--- src/rtl/cam_capture_fmt.sv ---
// Camera DVP capture front end (pclk domain).
// Skips a programmable number of start-up frames once the sensor is configured,
// packs byte pairs into pixels (RGB444, RGB565 or Y from YUYV), and issues one
// framebuffer write per pixel. Also reports frame completion, short/long lines,
// address overflow and a running count of captured frames.
module cam_capture_fmt #(
  parameter int MODE        = 0,    // 0: RGB444, 1: RGB565, 2: Y from YUYV
  parameter int PIX_W       = 12,
  parameter int H_ACT       = 640,
  parameter int V_ACT       = 480,
  parameter int ADDR_W      = 19,
  parameter int SKIP_FRAMES = 2
) (
  input  logic              pclk,
  input  logic              rst_n,
  input  logic              vsync,
  input  logic              href,
  input  logic [7:0]        D,
  input  logic              cam_done,
  output logic [ADDR_W-1:0] pix_addr,
  output logic [PIX_W-1:0]  pix_data,
  output logic              wr,
  output logic              frame_valid,
  output logic              line_err,
  output logic              ovf,
  output logic [7:0]        frame_cnt
);

  localparam logic [1:0] ST_WAIT = 2'd0;
  localparam logic [1:0] ST_IDLE = 2'd1;
  localparam logic [1:0] ST_CAPT = 2'd2;

  localparam logic [ADDR_W-1:0] MAX_ADDR = ADDR_W'(H_ACT * V_ACT - 1);
  localparam int                LC_W     = $clog2(H_ACT + 2);
  // Line counter stops at H_ACT+1 so an overlong line can never wrap back to H_ACT.
  localparam logic [LC_W-1:0]   LC_TGT   = LC_W'(H_ACT);
  localparam logic [LC_W-1:0]   LC_SAT   = LC_W'(H_ACT + 1);
  localparam logic [3:0]        SKIP_N   = 4'(SKIP_FRAMES);

  logic [1:0]        r_state;
  logic [3:0]        r_skip_cnt;
  logic              r_vs_s1;
  logic              r_vs_s2;
  logic              r_href_d;
  logic              r_phase;
  logic [7:0]        r_buf;
  logic [LC_W-1:0]   r_line_cnt;
  logic              r_full;
  logic [ADDR_W-1:0] r_pix_addr;
  logic [PIX_W-1:0]  r_pix_data;
  logic              r_wr;
  logic              r_frame_valid;
  logic              r_line_err;
  logic              r_ovf;
  logic [7:0]        r_frame_cnt;

  logic              w_frame_start;
  logic              w_frame_end;
  logic              w_href_fall;
  logic              w_capt_start;
  logic              w_capturing;
  logic              w_pix_evt;
  logic [PIX_W-1:0]  w_pix;

  // vsync falls at the start of a frame and rises at its end.
  assign w_frame_start = r_vs_s2 & ~r_vs_s1;
  assign w_frame_end   = ~r_vs_s2 & r_vs_s1;
  assign w_href_fall   = r_href_d & ~href;

  // Enter capture from WAIT once enough frames were skipped, or from IDLE on any frame.
  assign w_capt_start = cam_done & w_frame_start &
                        (((r_state == ST_WAIT) && (r_skip_cnt == SKIP_N)) ||
                         (r_state == ST_IDLE));
  // Bytes are ignored in the cycle the frame ends, even if href is still high.
  assign w_capturing  = cam_done & (r_state == ST_CAPT) & ~w_frame_end;
  assign w_pix_evt    = w_capturing & href & r_phase;

  // Pixel packing from the buffered first byte and the current second byte.
  generate
    if (MODE == 0) begin : g_rgb444
      logic [3:0] w_unused_hi;
      // Upper nibble of the first byte carries no RGB444 colour information.
      assign w_unused_hi = r_buf[7:4];
      assign w_pix       = PIX_W'({r_buf[3:0], D});
    end else if (MODE == 1) begin : g_rgb565
      assign w_pix = PIX_W'({r_buf, D});
    end else begin : g_yonly
      assign w_pix = PIX_W'(r_buf);
    end
  endgenerate

  // Two-flop vsync synchroniser and registered href for edge detection.
  always_ff @(posedge pclk or negedge rst_n) begin
    if (!rst_n) begin
      r_vs_s1  <= 1'b0;
      r_vs_s2  <= 1'b0;
      r_href_d <= 1'b0;
    end else begin
      // NOTE: state registers use non-blocking assignments so every flop samples pre-edge values.
      r_vs_s1  <= vsync;
      r_vs_s2  <= r_vs_s1;
      r_href_d <= href;
    end
  end

  // Capture state machine and start-up frame skipping.
  always_ff @(posedge pclk or negedge rst_n) begin
    if (!rst_n) begin
      r_state    <= ST_WAIT;
      r_skip_cnt <= 4'd0;
    end else if (!cam_done) begin
      r_state    <= ST_WAIT;
      r_skip_cnt <= 4'd0;
    end else begin
      case (r_state)
        ST_WAIT: begin
          if (w_capt_start)       r_state    <= ST_CAPT;
          else if (w_frame_start) r_skip_cnt <= r_skip_cnt + 4'd1;
        end
        ST_IDLE: begin
          if (w_capt_start) r_state <= ST_CAPT;
        end
        ST_CAPT: begin
          if (w_frame_end) r_state <= ST_IDLE;
        end
        default: r_state <= ST_WAIT;
      endcase
    end
  end

  // Byte pairing, pixel write, address guard and per-line length check.
  always_ff @(posedge pclk or negedge rst_n) begin
    if (!rst_n) begin
      r_phase    <= 1'b0;
      r_buf      <= 8'd0;
      r_line_cnt <= '0;
      r_full     <= 1'b0;
      r_pix_addr <= '0;
      r_pix_data <= '0;
      r_wr       <= 1'b0;
      r_line_err <= 1'b0;
      r_ovf      <= 1'b0;
    end else if (w_capt_start) begin
      r_phase    <= 1'b0;
      r_line_cnt <= '0;
      r_full     <= 1'b0;
      r_pix_addr <= '0;
      r_wr       <= 1'b0;
      r_line_err <= 1'b0;
      r_ovf      <= 1'b0;
    end else if (!w_capturing) begin
      r_phase <= 1'b0;
      r_wr    <= 1'b0;
    end else begin
      // Write only while the last framebuffer slot has not been used yet.
      r_wr <= w_pix_evt & ~r_full;
      if (w_pix_evt) begin
        if (r_full) r_ovf      <= 1'b1;
        else        r_pix_data <= w_pix;
      end
      // Address moves on in the cycle after each write; it parks on the last slot.
      if (r_wr) begin
        if (r_pix_addr == MAX_ADDR) r_full     <= 1'b1;
        else                        r_pix_addr <= r_pix_addr + ADDR_W'(1);
      end
      if (w_href_fall) begin
        // A dangling odd byte is simply forgotten by restarting the pair.
        r_phase    <= 1'b0;
        r_line_cnt <= '0;
        if (r_line_cnt != LC_TGT) r_line_err <= 1'b1;
      end else if (href) begin
        r_phase <= ~r_phase;
        if (!r_phase)                r_buf      <= D;
        else if (r_line_cnt != LC_SAT) r_line_cnt <= r_line_cnt + LC_W'(1);
      end
    end
  end

  // Frame completion pulse and captured-frame counter.
  always_ff @(posedge pclk or negedge rst_n) begin
    if (!rst_n) begin
      r_frame_valid <= 1'b0;
      r_frame_cnt   <= 8'd0;
    end else begin
      r_frame_valid <= cam_done & (r_state == ST_CAPT) & w_frame_end;
      if (cam_done && (r_state == ST_CAPT) && w_frame_end)
        r_frame_cnt <= r_frame_cnt + 8'd1;
    end
  end

  assign pix_addr    = r_pix_addr;
  assign pix_data    = r_pix_data;
  assign wr          = r_wr;
  assign frame_valid = r_frame_valid;
  assign line_err    = r_line_err;
  assign ovf         = r_ovf;
  assign frame_cnt   = r_frame_cnt;

endmodule
--- config.mk ---
export PLATFORM = sky130hd
export DESIGN_NAME = cam_capture_fmt
export DESIGN_NICKNAME = d
export VERILOG_FILES = /design/src/rtl/cam_capture_fmt.sv
export SDC_FILE = /design/constraint.sdc
export NUM_CORES = 1
export LEC_CHECK = 0
export ABC_AREA = 1
export CORE_ASPECT_RATIO = 1.75
export CORE_MARGIN = 2
export CORE_UTILIZATION = 54
export CTS_CLUSTER_SIZE = 16
export DETAILED_ROUTE_END_ITERATION = 7
export PLACE_DENSITY = 0.8
export SYNTH_ARGS = -nofsm -noshare
export SYNTH_HDL_FRONTEND = slang
export SYNTH_SLANG_ARGS = --single-unit
--- constraint.sdc ---
create_clock -name pclk -period 2 [get_ports pclk]
set_input_delay 0.4 -clock pclk [delete_from_list [all_inputs] [get_ports pclk]]
set_output_delay 0.4 -clock pclk [all_outputs]
set_load 0.03 [all_outputs]
==> results.yml <==
cts:
  cts_root_buf: "clkbuf_16"
  cts_buffers: 9
  cts_hold_buf: 0
  clk_pin_slew_ns: 0.05
  cts_tree: "done"
  max-clock-path-buffers: 2
  h-tree-depth: 3
  cts_sinks: 68
  insertion_delay_ns: 0.33
  cts_setup_buffers: 0
  cts_resized: 0
timing:
  setup_viol: 0
  slew_viol_final: 0
  fin_skew_ns: 0.00499
  rsz0062_at_grt: "false"
  fmax_mhz: 514
  post-route-period-util: 0.972
  worst_slew_pin_slew_ns: 0.580
  max_slew_margin: 0.613
  period_needed_ns: 1.94
  finalHoldViolations: 0
die:
  rows: 39
  core-area_um2: 6440
  die_x_um: 65.3
  initial_core_util: 0.551
  io_pins: 56
  die_h_um: 111
  die_area_um2: 7260
grt:
  grt_remaining_overflow: 0
  grt_pass1_wl_um: 13800
  grt_max_degree: 25
  antenna_found_initial: 0
  grtUsageTotal: 0.250
  grt_pass1_vias: 3122
worst_setup_path:
  cp_num_cells: 2
  setup.worst_path.start: "pix_addr[0]"
  crit-reg2reg-launch: "r_skip_cnt[0]"
  r2r-end: "r_line_cnt[2]"
  crit_family: "buffers and inverters"
  worstPathMaxFanout: 8
  ff2ff_path_depth: 9
  cp-end-kind: "output pin"
  path_class: "flip-flop to output pin"
  path_cells: "buf_4 -> clkdlybuf4s50_1"
  crit_path_max_incr_delay_ns: 0.67
  worstPathRequired_ns: 1.60
  critPathLaunchType: "flip-flop"
  cp.arrival_ns: 1.54
  r2r_slack_ns: 0.28
  cp.buffers_inverters: 2
  slowest_stage: "clkdlybuf4s50_1"
synth:
  ys.flop_type: "dfrtp_1"
  synth_edf_count: 0
  yosysWarnings: 0
  syn_area_per_cell_um2: 7.99
  synth.largest_area_cell: "dfrtp_1"
  synth_cell_types: 36
  synthTopCellsByArea: "dfrtp_1, nand2_1, nor2_1"
  async_reset_ff_frac: 1.00
  syn_area_um2: 3550
  yosysSeqAreaShare: 0.480
  postSynthCellCount: 444
  syn_nets: 464
  ys_ff_latch: 68
  yosysTopAreaCellShare: 0.480
placement:
  gp_congestion: 0.880
  dp.cells: 590
  port_buffers: 55
  dp_hpwl_um: 5990
drt:
  first_pass_iters: 5
  vias: 3137
  routed_wl_um: 8100
  avgRoutedWirePerCell_um: 13.4
  postRouteAntennaNets: 0
  drcViolationCount: 0
  drt-initial-drc-count: 110
  via_per_inst: 5.18
power:
  powerDensity_nw_per_um2: 724
  combPwrFrac: 0.111
  power.internal_mw: 2.47
  seqPwrFrac: 0.457
  p_sw_mw: 0.848
  p_clk_frac: 0.432
  vdd.ir_drop.worst_mv: 0.779
  swShare: 0.256
  p_leak_nw: 2.16
run_status:
  status: "finished, final reports clean"
layout:
  drive_above_1_share: 0.0973
  final_cells: 606
  area_growth_pct: 29.2
  post-route-util: 0.711
  nNetsFinal: 539
  antennaDiodeCount: 0
job:
  maxCapViolCount: 0
min_path:
  hold_path.class: "input pin to asynchronous set/reset pin"
[how the worst max path moves through the flow]
| stage | end | slack [ns] |
|---|---|---|
| floorplan | pix_addr[15] | 0.14 |
| global placement | frame_cnt[6] | 0.02 |
| detailed placement | frame_cnt[7] | -0.02 |
| CTS | pix_addr[0] | 0.05 |
| global route | pix_addr[0] | 0.009 |
| finish | pix_addr[0] | 0.06 |
[worst register-to-register path: cells and delay by family (launching register included)]
kind / cells / cell delay (ns)
flops: 1 / 0.37
buf+inv: 1 / 0.08
compound gates: 2 / 0.50
simple gates: 5 / 0.51
fa+ha+maj: 1 / 0.19
[metrics by stage]
step	power [mW]	area (um2)	setup WS [ns]	setup TNS [ns]	hold WS, ns
after floorplan	1.72	3550	0.142	0	0.104
after global placement	1.89	4310	0.0250	0	0.420
after detailed placement	1.91	4310	-0.0233	-0.0472	0.419
after CTS	3.35	4580	0.0529	0	0.0783
after global routing	3.46	4580	0.00880	0	0.0905
final	3.32	4580	0.0563	0	0.0621
[logic make-up after synthesis]
logic type                 synth area share
AOI/OAI and AO/OA                    0.0702
buffers and inverters                0.0656
xor gates and xnor gates             0.0469
DFF                                   0.480
adders and majority gates            0.0247
and+or+nand+nor                       0.313
[state kept, by name, indices dropped and copies added (netlist names)]
| register | cells |
|---|---|
| r_state | 2 |
| r_line_cnt | 10 |
| r_vs_s2 | 1 |
| r_href_d | 1 |
| pix_addr | 19 |
| line_err | 1 |
| ovf | 1 |
| wr | 1 |
| r_skip_cnt | 4 |
| r_vs_s1 | 1 |
| r_full | 1 |
| r_phase | 1 |
| r_buf | 4 |
| pix_data | 12 |
| frame_cnt | 8 |
| frame_valid | 1 |
[routing by layer]
| metal | share of wire | track usage |
|---|---|---|
| met5 | 0 | 0 |
| met4 | 0.022 | 0.107 |
| met3 | 0.030 | 0.0711 |
| met2 | 0.56 | 0.445 |
| met1 | 0.39 | 0.267 |
[cell usage after synthesis, types with 2 or more instances]
cell type and instances:
xnor2_1 4, nand4_1 11, inv_1 42, xor2_1 15, ha_1 7, buf_2 4, o21ai_1 11, nor3_1 2
buf_6 3, nor2_2 3, nor2_4 3, inv_2 3, o21ai_0 17, nand2_1 149, nand3_1 28, or2_2 2
nand3b_1 2, a21oi_1 7, dfrtp_1 68, nor2_1 46, nand2_2 2
[cells in the final DEF, fill, tap and decap left out, drive strengths merged]
master	synthesis	routed
buf	7	17
clkinv	1	3
a21o	1	1
nand3	30	30
or2	2	2
nor3b	1	1
clkinvlp	0	2
dfrtp	68	68
nor2	53	53
nand3b	2	2
o211a	1	1
o2111a	1	1
a21oi	7	7
nand2	151	151
o31ai	1	1
nor3	3	3
xnor2	4	4
o22ai	1	1
clkbuf	0	12
nand4	11	11
xor2	15	15
o21ai	30	30
ha	7	7
a31oi	1	1
clkdlybuf4s50	0	54
inv	46	46
[cell type report]
cell class | instances | area [um2]
timing repair buffer | 71 | 716
sequential | 68 | 1700
multi-input combinational | 322 | 1610
inverter | 47 | 179
clock inverter | 4 | 25.0
tap | 82 | 103
clock buffer | 12 | 246
fill | 517 | 1860
[power by group through the flow]
stage                     registers [mW]  clock network [mW]  logic (mW)
final                               1.52                1.43       0.367
after global routing                1.53                1.53       0.406
after CTS                           1.52                1.46       0.375
after detailed placement            1.54                   0       0.374
after global placement              1.54                   0       0.355
after floorplan                     1.59                   0       0.139
Note: power is estimated with default switching activity, not from simulation.
